## config.mk

```make
export PLATFORM = sky130hd
export DESIGN_NAME = otter_id_ex_stage
export DESIGN_NICKNAME = d
export VERILOG_FILES = /design/src/rtl/otter_pkg.sv /design/src/rtl/otter_fwd_unit.sv /design/src/rtl/otter_id_ex_stage.sv
export SDC_FILE = /design/constraint.sdc
export NUM_CORES = 1
export LEC_CHECK = 0
export CAP_MARGIN = 20
export CORE_AREA = 2 2 147 149
export CTS_BUF_LIST = sky130_fd_sc_hd__clkbuf_8 sky130_fd_sc_hd__clkbuf_16
export DETAILED_ROUTE_END_ITERATION = 10
export DIE_AREA = 0 0 149 151
export GPL_TIMING_DRIVEN = 0
export HOLD_SLACK_MARGIN = 0.05
export PLACE_DENSITY = 0.79
export SLEW_MARGIN = 20
export SYNTH_ARGS = -nofsm -noshare
export SYNTH_HDL_FRONTEND = slang
export SYNTH_SLANG_ARGS = --single-unit
```

## constraint.sdc

```tcl
create_clock -name CLK -period 5.32 [get_ports CLK]
set_clock_uncertainty 0.2 [all_clocks]
set_input_delay 1.596 -clock CLK [delete_from_list [all_inputs] [get_ports CLK]]
set_output_delay 1.596 -clock CLK [all_outputs]
set_load 0.01 [all_outputs]
```

## src/rtl/otter_pkg.sv

```systemverilog
// Shared constants and encodings for the OTTER ID/EX stage.
//   XLEN, RADDR_W : datapath and register-address widths
//   alu_fun_t     : ALU operation encodings as seen by the OTTER ALU
//   a_sel_t       : ALU A source select
//   b_sel_t       : ALU B source select
package otter_pkg;
   localparam int XLEN    = 32;
   localparam int RADDR_W = 5;

   typedef enum logic [3:0] {
      ALU_ADD  = 4'b0000,
      ALU_SLL  = 4'b0001,
      ALU_SLT  = 4'b0010,
      ALU_SLTU = 4'b0011,
      ALU_XOR  = 4'b0100,
      ALU_SRL  = 4'b0101,
      ALU_OR   = 4'b0110,
      ALU_AND  = 4'b0111,
      ALU_SUB  = 4'b1000,
      ALU_COPY = 4'b1001,
      ALU_SRA  = 4'b1101
   } alu_fun_t;

   typedef enum logic {
      A_RS1 = 1'b0,
      A_PC  = 1'b1
   } a_sel_t;

   typedef enum logic [1:0] {
      B_RS2     = 2'b00,
      B_IMM     = 2'b01,
      B_FOUR    = 2'b10,
      B_RS2_ALT = 2'b11
   } b_sel_t;
endpackage

```

## src/rtl/otter_fwd_unit.sv

```systemverilog
// Combinational operand forwarding for one source register.
//   src_addr    : registered source register address
//   reg_data    : registered register-file read data
//   mem_*       : MEM-stage destination, write enable, result
//   wb_*        : WB-stage destination, write enable, write data
//   data        : forwarded operand (MEM beats WB; x0 never forwards)
module otter_fwd_unit
   import otter_pkg::*;
#(
   parameter int XLEN    = otter_pkg::XLEN,
   parameter int RADDR_W = otter_pkg::RADDR_W
) (
   input  logic [RADDR_W-1:0] src_addr,
   input  logic [XLEN-1:0]    reg_data,
   input  logic               mem_reg_wr,
   input  logic [RADDR_W-1:0] mem_rd_addr,
   input  logic [XLEN-1:0]    mem_result,
   input  logic               wb_reg_wr,
   input  logic [RADDR_W-1:0] wb_rd_addr,
   input  logic [XLEN-1:0]    wb_data,
   output logic [XLEN-1:0]    data
);
   always_comb begin
      data = reg_data;
      if (src_addr != '0) begin
         if (mem_reg_wr && (mem_rd_addr == src_addr))
            data = mem_result;
         else if (wb_reg_wr && (wb_rd_addr == src_addr))
            data = wb_data;
      end
   end
endmodule

```

## src/rtl/otter_id_ex_stage.sv

```systemverilog
// ID/EX pipeline register feeding the OTTER ALU.
//   CLK, RST       : clock, synchronous active-high reset
//   id_*           : decoded instruction fields from ID
//   flush, hold    : kill the entering instruction / freeze EX
//   mem_*, wb_*    : downstream destinations for forwarding
//   alu_a/b/fun    : ALU operands and op
//   ex_*           : registered instruction info for downstream stages
//   stall_id       : upstream must hold PC and IF/ID
module otter_id_ex_stage
   import otter_pkg::*;
#(
   parameter int XLEN    = otter_pkg::XLEN,
   parameter int RADDR_W = otter_pkg::RADDR_W
) (
   input  logic               CLK,
   input  logic               RST,
   input  logic               id_valid,
   input  logic [XLEN-1:0]    id_pc,
   input  logic [RADDR_W-1:0] id_rs1_addr,
   input  logic [RADDR_W-1:0] id_rs2_addr,
   input  logic [XLEN-1:0]    id_rs1_data,
   input  logic [XLEN-1:0]    id_rs2_data,
   input  logic               id_uses_rs1,
   input  logic               id_uses_rs2,
   input  logic [XLEN-1:0]    id_imm,
   input  logic               id_a_sel,
   input  logic [1:0]         id_b_sel,
   input  logic [3:0]         id_alu_fun,
   input  logic [RADDR_W-1:0] id_rd_addr,
   input  logic               id_reg_wr,
   input  logic               id_mem_rd,
   input  logic               id_mem_wr,
   input  logic               flush,
   input  logic               hold,
   input  logic [RADDR_W-1:0] mem_rd_addr,
   input  logic               mem_reg_wr,
   input  logic [XLEN-1:0]    mem_result,
   input  logic [RADDR_W-1:0] wb_rd_addr,
   input  logic               wb_reg_wr,
   input  logic [XLEN-1:0]    wb_data,
   output logic [XLEN-1:0]    alu_a,
   output logic [XLEN-1:0]    alu_b,
   output logic [3:0]         alu_fun,
   output logic               ex_valid,
   output logic [XLEN-1:0]    ex_pc,
   output logic [RADDR_W-1:0] ex_rd_addr,
   output logic               ex_reg_wr,
   output logic               ex_mem_rd,
   output logic               ex_mem_wr,
   output logic [XLEN-1:0]    ex_store_data,
   output logic               stall_id
);
   logic               valid_q;
   logic [XLEN-1:0]    pc_q, rs1_data_q, rs2_data_q, imm_q;
   logic [RADDR_W-1:0] rs1_addr_q, rs2_addr_q, rd_addr_q;
   a_sel_t             a_sel_q;
   b_sel_t             b_sel_q;
   alu_fun_t           fun_q;
   logic               reg_wr_q, mem_rd_q, mem_wr_q;
   logic [XLEN-1:0]    fwd_rs1, fwd_rs2;
   logic               load_use;

   // A load in EX cannot forward its data in time for a dependent ID op.
   assign load_use = valid_q && mem_rd_q && (rd_addr_q != '0) && id_valid &&
                     ((id_uses_rs1 && (id_rs1_addr == rd_addr_q)) ||
                      (id_uses_rs2 && (id_rs2_addr == rd_addr_q)));

   // hold outranks flush; flush makes a load-use stall pointless.
   assign stall_id = !RST && (hold || (!flush && load_use));

   always_ff @(posedge CLK) begin
      if (RST || (!hold && (flush || load_use))) begin
         valid_q    <= 1'b0;
         pc_q       <= '0;
         rs1_addr_q <= '0;
         rs2_addr_q <= '0;
         rs1_data_q <= '0;
         rs2_data_q <= '0;
         imm_q      <= '0;
         a_sel_q    <= A_RS1;
         b_sel_q    <= B_RS2;
         fun_q      <= ALU_ADD;
         rd_addr_q  <= '0;
         reg_wr_q   <= 1'b0;
         mem_rd_q   <= 1'b0;
         mem_wr_q   <= 1'b0;
      end else if (!hold) begin
         valid_q    <= id_valid;
         pc_q       <= id_pc;
         rs1_addr_q <= id_rs1_addr;
         rs2_addr_q <= id_rs2_addr;
         rs1_data_q <= id_rs1_data;
         rs2_data_q <= id_rs2_data;
         imm_q      <= id_imm;
         a_sel_q    <= a_sel_t'(id_a_sel);
         b_sel_q    <= b_sel_t'(id_b_sel);
         fun_q      <= alu_fun_t'(id_alu_fun);
         rd_addr_q  <= id_rd_addr;
         reg_wr_q   <= id_reg_wr;
         mem_rd_q   <= id_mem_rd;
         mem_wr_q   <= id_mem_wr;
      end
   end

   otter_fwd_unit #(.XLEN(XLEN), .RADDR_W(RADDR_W)) u_fwd_rs1 (
      .src_addr(rs1_addr_q), .reg_data(rs1_data_q),
      .mem_reg_wr(mem_reg_wr), .mem_rd_addr(mem_rd_addr), .mem_result(mem_result),
      .wb_reg_wr(wb_reg_wr), .wb_rd_addr(wb_rd_addr), .wb_data(wb_data),
      .data(fwd_rs1)
   );

   otter_fwd_unit #(.XLEN(XLEN), .RADDR_W(RADDR_W)) u_fwd_rs2 (
      .src_addr(rs2_addr_q), .reg_data(rs2_data_q),
      .mem_reg_wr(mem_reg_wr), .mem_rd_addr(mem_rd_addr), .mem_result(mem_result),
      .wb_reg_wr(wb_reg_wr), .wb_rd_addr(wb_rd_addr), .wb_data(wb_data),
      .data(fwd_rs2)
   );

   always_comb begin
      alu_a = (a_sel_q == A_PC) ? pc_q : fwd_rs1;
      case (b_sel_q)
         B_IMM:   alu_b = imm_q;
         B_FOUR:  alu_b = XLEN'(4);
         default: alu_b = fwd_rs2;
      endcase
   end

   assign alu_fun       = fun_q;
   assign ex_valid      = valid_q;
   assign ex_pc         = pc_q;
   assign ex_rd_addr    = rd_addr_q;
   assign ex_reg_wr     = valid_q && reg_wr_q;
   assign ex_mem_rd     = valid_q && mem_rd_q;
   assign ex_mem_wr     = valid_q && mem_wr_q;
   assign ex_store_data = fwd_rs2;
endmodule

```

==> results.tsv <==
stage	metric	value	unit
cts	clock-pin transition on the worst setup and hold timing paths	0.07	ns
finish	Layout area overhead	73.5	%
logic_synthesis	Netlist Area Pre-Place	7340	um^2
cts	H-tree levels	4	
logic_synthesis	Post-Synthesis Net Count	927	
die	core area	20800	um^2
setup_path	most used cell, CP	buf_4	
logic_synthesis	Syn Area/Cell	10.7	um^2
min_path	worst hold start	mem_wr_q$_SDFFE_PP0N_	
timing	Max-slew headroom	32.5	%
detailed_routing	DR vias	8106	
timing	Final Hold Fails	0	
setup_path	Startpoint Class	primary input	
min_path	Hold/Removal Path Class	flop to flop	
logic_synthesis	leading cell type by number of instances after synthesis	a22o_1	
timing	Worst-Margin Slew	1.01	ns
logic_synthesis	post-synth cell types	37	
run	number of max-cap violations	0	
cts	# clock sinks	154	
die	die area	22500	um^2
die	Die Y	151	um
detailed_routing	First-pass DRT Iterations	5	
min_path	Hold Path Sink	mem_wr_q$_SDFFE_PP0N_	
cts	clk_lat worst skew	0.44	ns
power_and_ir_drop	Power Dens Cells	247	nW/um^2
detailed_routing	DRC	0	
setup_path	r2r setup slk	1.95	ns
finish	final instance area	12700	um^2
die	Core Rows	53	
placement	RePlAce Congestion	0.891	
finish	Fillers	1810	
detailed_routing	Post-DRT Antenna Nets	0	
setup_path	WP data arrival	3.51	ns
setup_path	Max stage delay on crit path	0.35	ns
logic_synthesis	Synth Flop Type	dfxtp_1	
logic_synthesis	number of synthesized register bits	154	
logic_synthesis	ys async rst share	0	%
detailed_routing	WL per Instance	25.3	um
cts	CTS Root Cell	clkbuf_16	
timing	Max Transition Viols Final	0	
power_and_ir_drop	maximum VDD drop	0.188	mV
setup_path	Crit Reg-Reg Startpoint	ex_rd_addr[0]$_SDFFE_PP0N_	
timing	Setup Viol. Count Final	0	
detailed_routing	initial DRC count	657	
setup_path	Crit path required time	3.52	ns
setup_path	FF-to-FF End	rs2_data_q[3]$_SDFFE_PP0N_	
logic_synthesis	synth cell count leaders	184 x a22o_1, 154 x dfxtp_1, 94 x mux2i_1	
global_route	largest net degree at the start of global routing	17	
logic_synthesis	sequential fraction of the synthesis area	42.0	%
setup_path	delay-heaviest family, CP	buffers and inverters	
logic_synthesis	Post-synth EDFFs	0	
setup_path	CP max-delay cell	a221o_1	
status	status	finished clean	
global_route	GRT Total Usage	30.4	%
placement	Port Buffers	377	
global_route	first-pass GRT wire length	50.8	mm
global_route	vias in the first global route	8055	
logic_synthesis	Post-Syn Instances	689	
timing	crit path time final	5.30	ns
setup_path	CP Class	primary input to primary output	
setup_path	Worst Reg-to-Reg Cells	6	
min_path	hold path depth	1	
die	Initial Util	35.3	%
setup_path	Max FO, Critical Path	5	
cts	CTS Buf Count	17	
placement	Placed Area	11500	um^2
timing	Fmax achieved	189	MHz
logic_synthesis	synth top area cells	dfxtp_1 42%, a22o_1 22%, mux2i_1 13%	
logic_synthesis	Ys Warns	0	
cts	Max Buffers Root-to-Sink	2	
detailed_routing	drt total wl	35.7	mm
timing	Final Cycle Share	99.6	%
placement	placed insts	1341	
finish	final instance count without filler cells	1409	
power_and_ir_drop	Lkg Pwr	5.30	nW
cts	CTS tree	built	
global_route	global route overflow	0	
logic_synthesis	Yosys top cell area share	42.0	%
timing	RSZ-0062 raised after global routing	true	
finish	proportion of layout cells with a drive suffix above 1	19.5	%
setup_path	critical path cell sequence	dlygate4sd2_1 -> xnor2_1 -> and2_1 -> o211ai_1 -> buf_4 -> nor2_4 -> buf_6 -> buf_8 -> buf_4 -> a221o_1 -> buf_4	
logic_synthesis	area leader, netlist	dfxtp_1	
global_route	initial antenna violation count	1	
setup_path	worst path bufs/invs	6	
power_and_ir_drop	Power, Total	3.14	mW
finish	nets	1358	
placement	DP Wirelength	25.8	mm
setup_path	Worst setup EP type	primary output	
detailed_routing	vias per std cell	5.75	
die	die width	149	um
die	I/O pin count	378	
==> worst max-delay path by stage <==
| stage | start | endpoint | slack, ns | depth (start not counted) |
|---|---|---|---|---|
| final | wb_rd_addr[0] | alu_b[1] | 0.02 | 11 |
| after global routing | wb_rd_addr[3] | ex_store_data[11] | -0.10 | 12 |
| after CTS | mem_rd_addr[1] | alu_b[12] | -0.004 | 11 |
| after detailed placement | mem_rd_addr[2] | alu_a[3] | -1.54 | 9 |
| after global placement | mem_rd_addr[2] | alu_a[3] | -1.54 | 9 |
| after floorplan | mem_rd_addr[1] | alu_a[12] | 0.30 | 7 |
==> area by class of cell <==
class	count	area (um^2)	area share, %
inverter	6	22.5	0.177
multi-input combinational	458	4310	33.8
clock buffer	19	453	3.55
clock inverter	13	156	1.23
antenna	1	2.50	0.0196
tap	275	344	2.70
sequential	154	3080	24.2
timing repair buffer	416	3840	30.1
buffer	67	533	4.18
==> sequential cells by signal, indices dropped and copies added, names as in the netlist, 4 cells and up <==
name / cells
imm_q: 32
rs2_addr_q: 5
rs2_data_q: 32
rs1_addr_q: 5
ex_pc: 32
ex_rd_addr: 5
rs1_data_q: 32
alu_fun: 4
==> repair_timing <==
item / CTS / global route
hold buffers: 0 / 0
setup endpoints to repair: 97 / 81
setup buffers: 30 / 6
gates resized for setup: 346 / 123
pin swaps: 19 / 15
gates cloned: 3 / 1
==> kinds of logic (layout without fill, tap and decap cells) <==
kind of cell / count (synthesis) / after routing / share of synthesized area, %
buf+inv: 77 / 521 / 4.05
other cells: 0 / 1 / 0
simple gates: 34 / 34 / 2.54
compound gates: 297 / 297 / 34.5
fa+ha+maj: 2 / 2 / 0.341
flops: 154 / 154 / 42.0
xor+xnor: 30 / 30 / 3.58
mux: 95 / 95 / 13.0
==> per-layer routing <==
layer,GRT usage [%],up-vias,wire (um)
met5,0,-,0
met4,9.67,0,917
met3,5.30,65,2610
met2,51.4,440,17100
met1,39.6,3964,15100
li1,-,3637,-
==> report_power, final <==
group / switching, mW / internal, mW / total [mW]
Clock: 0.571 / 0.730 / 1.30
Combinational: 0.267 / 0.335 / 0.602
Sequential: 0.0401 / 1.20 / 1.24
==> cell usage in the layout, fill, tap and decap left out, types with 6 or more instances in the layout <==
master and instances:
o22ai_1 29, dfxtp_1 154, mux2i_4 13, a2bb2oi_1 28, a22o_1 184, clkbuf_8 12, xor2_1 9, mux2i_2 7
a221o_1 30, buf_2 32, clkbuf_2 43, clkbuf_16 26, dlygate4sd2_1 24, inv_1 6, xnor2_1 14, buf_4 27
clkdlybuf4s50_1 270, clkbuf_1 37, mux2i_1 74, buf_6 8, clkdlybuf4s15_1 9
==> per-stage QoR <==
stage	hold slack (ns)	worst slack (ns)	util (%)	TNS, ns
2_1_floorplan	0.234	0.302	-	0
3_3_place_gp	0.252	-1.54	55.0	-121.37
3_5_place_dp	0.249	-1.54	55.0	-122.43
4_1_cts	0.272	-0.00410	61.3	-0.00410
5_1_grt	0.287	-0.100	61.2	-0.275
6_report	0.271	0.0189	61.2	0
(Power assumes the default switching activity.)
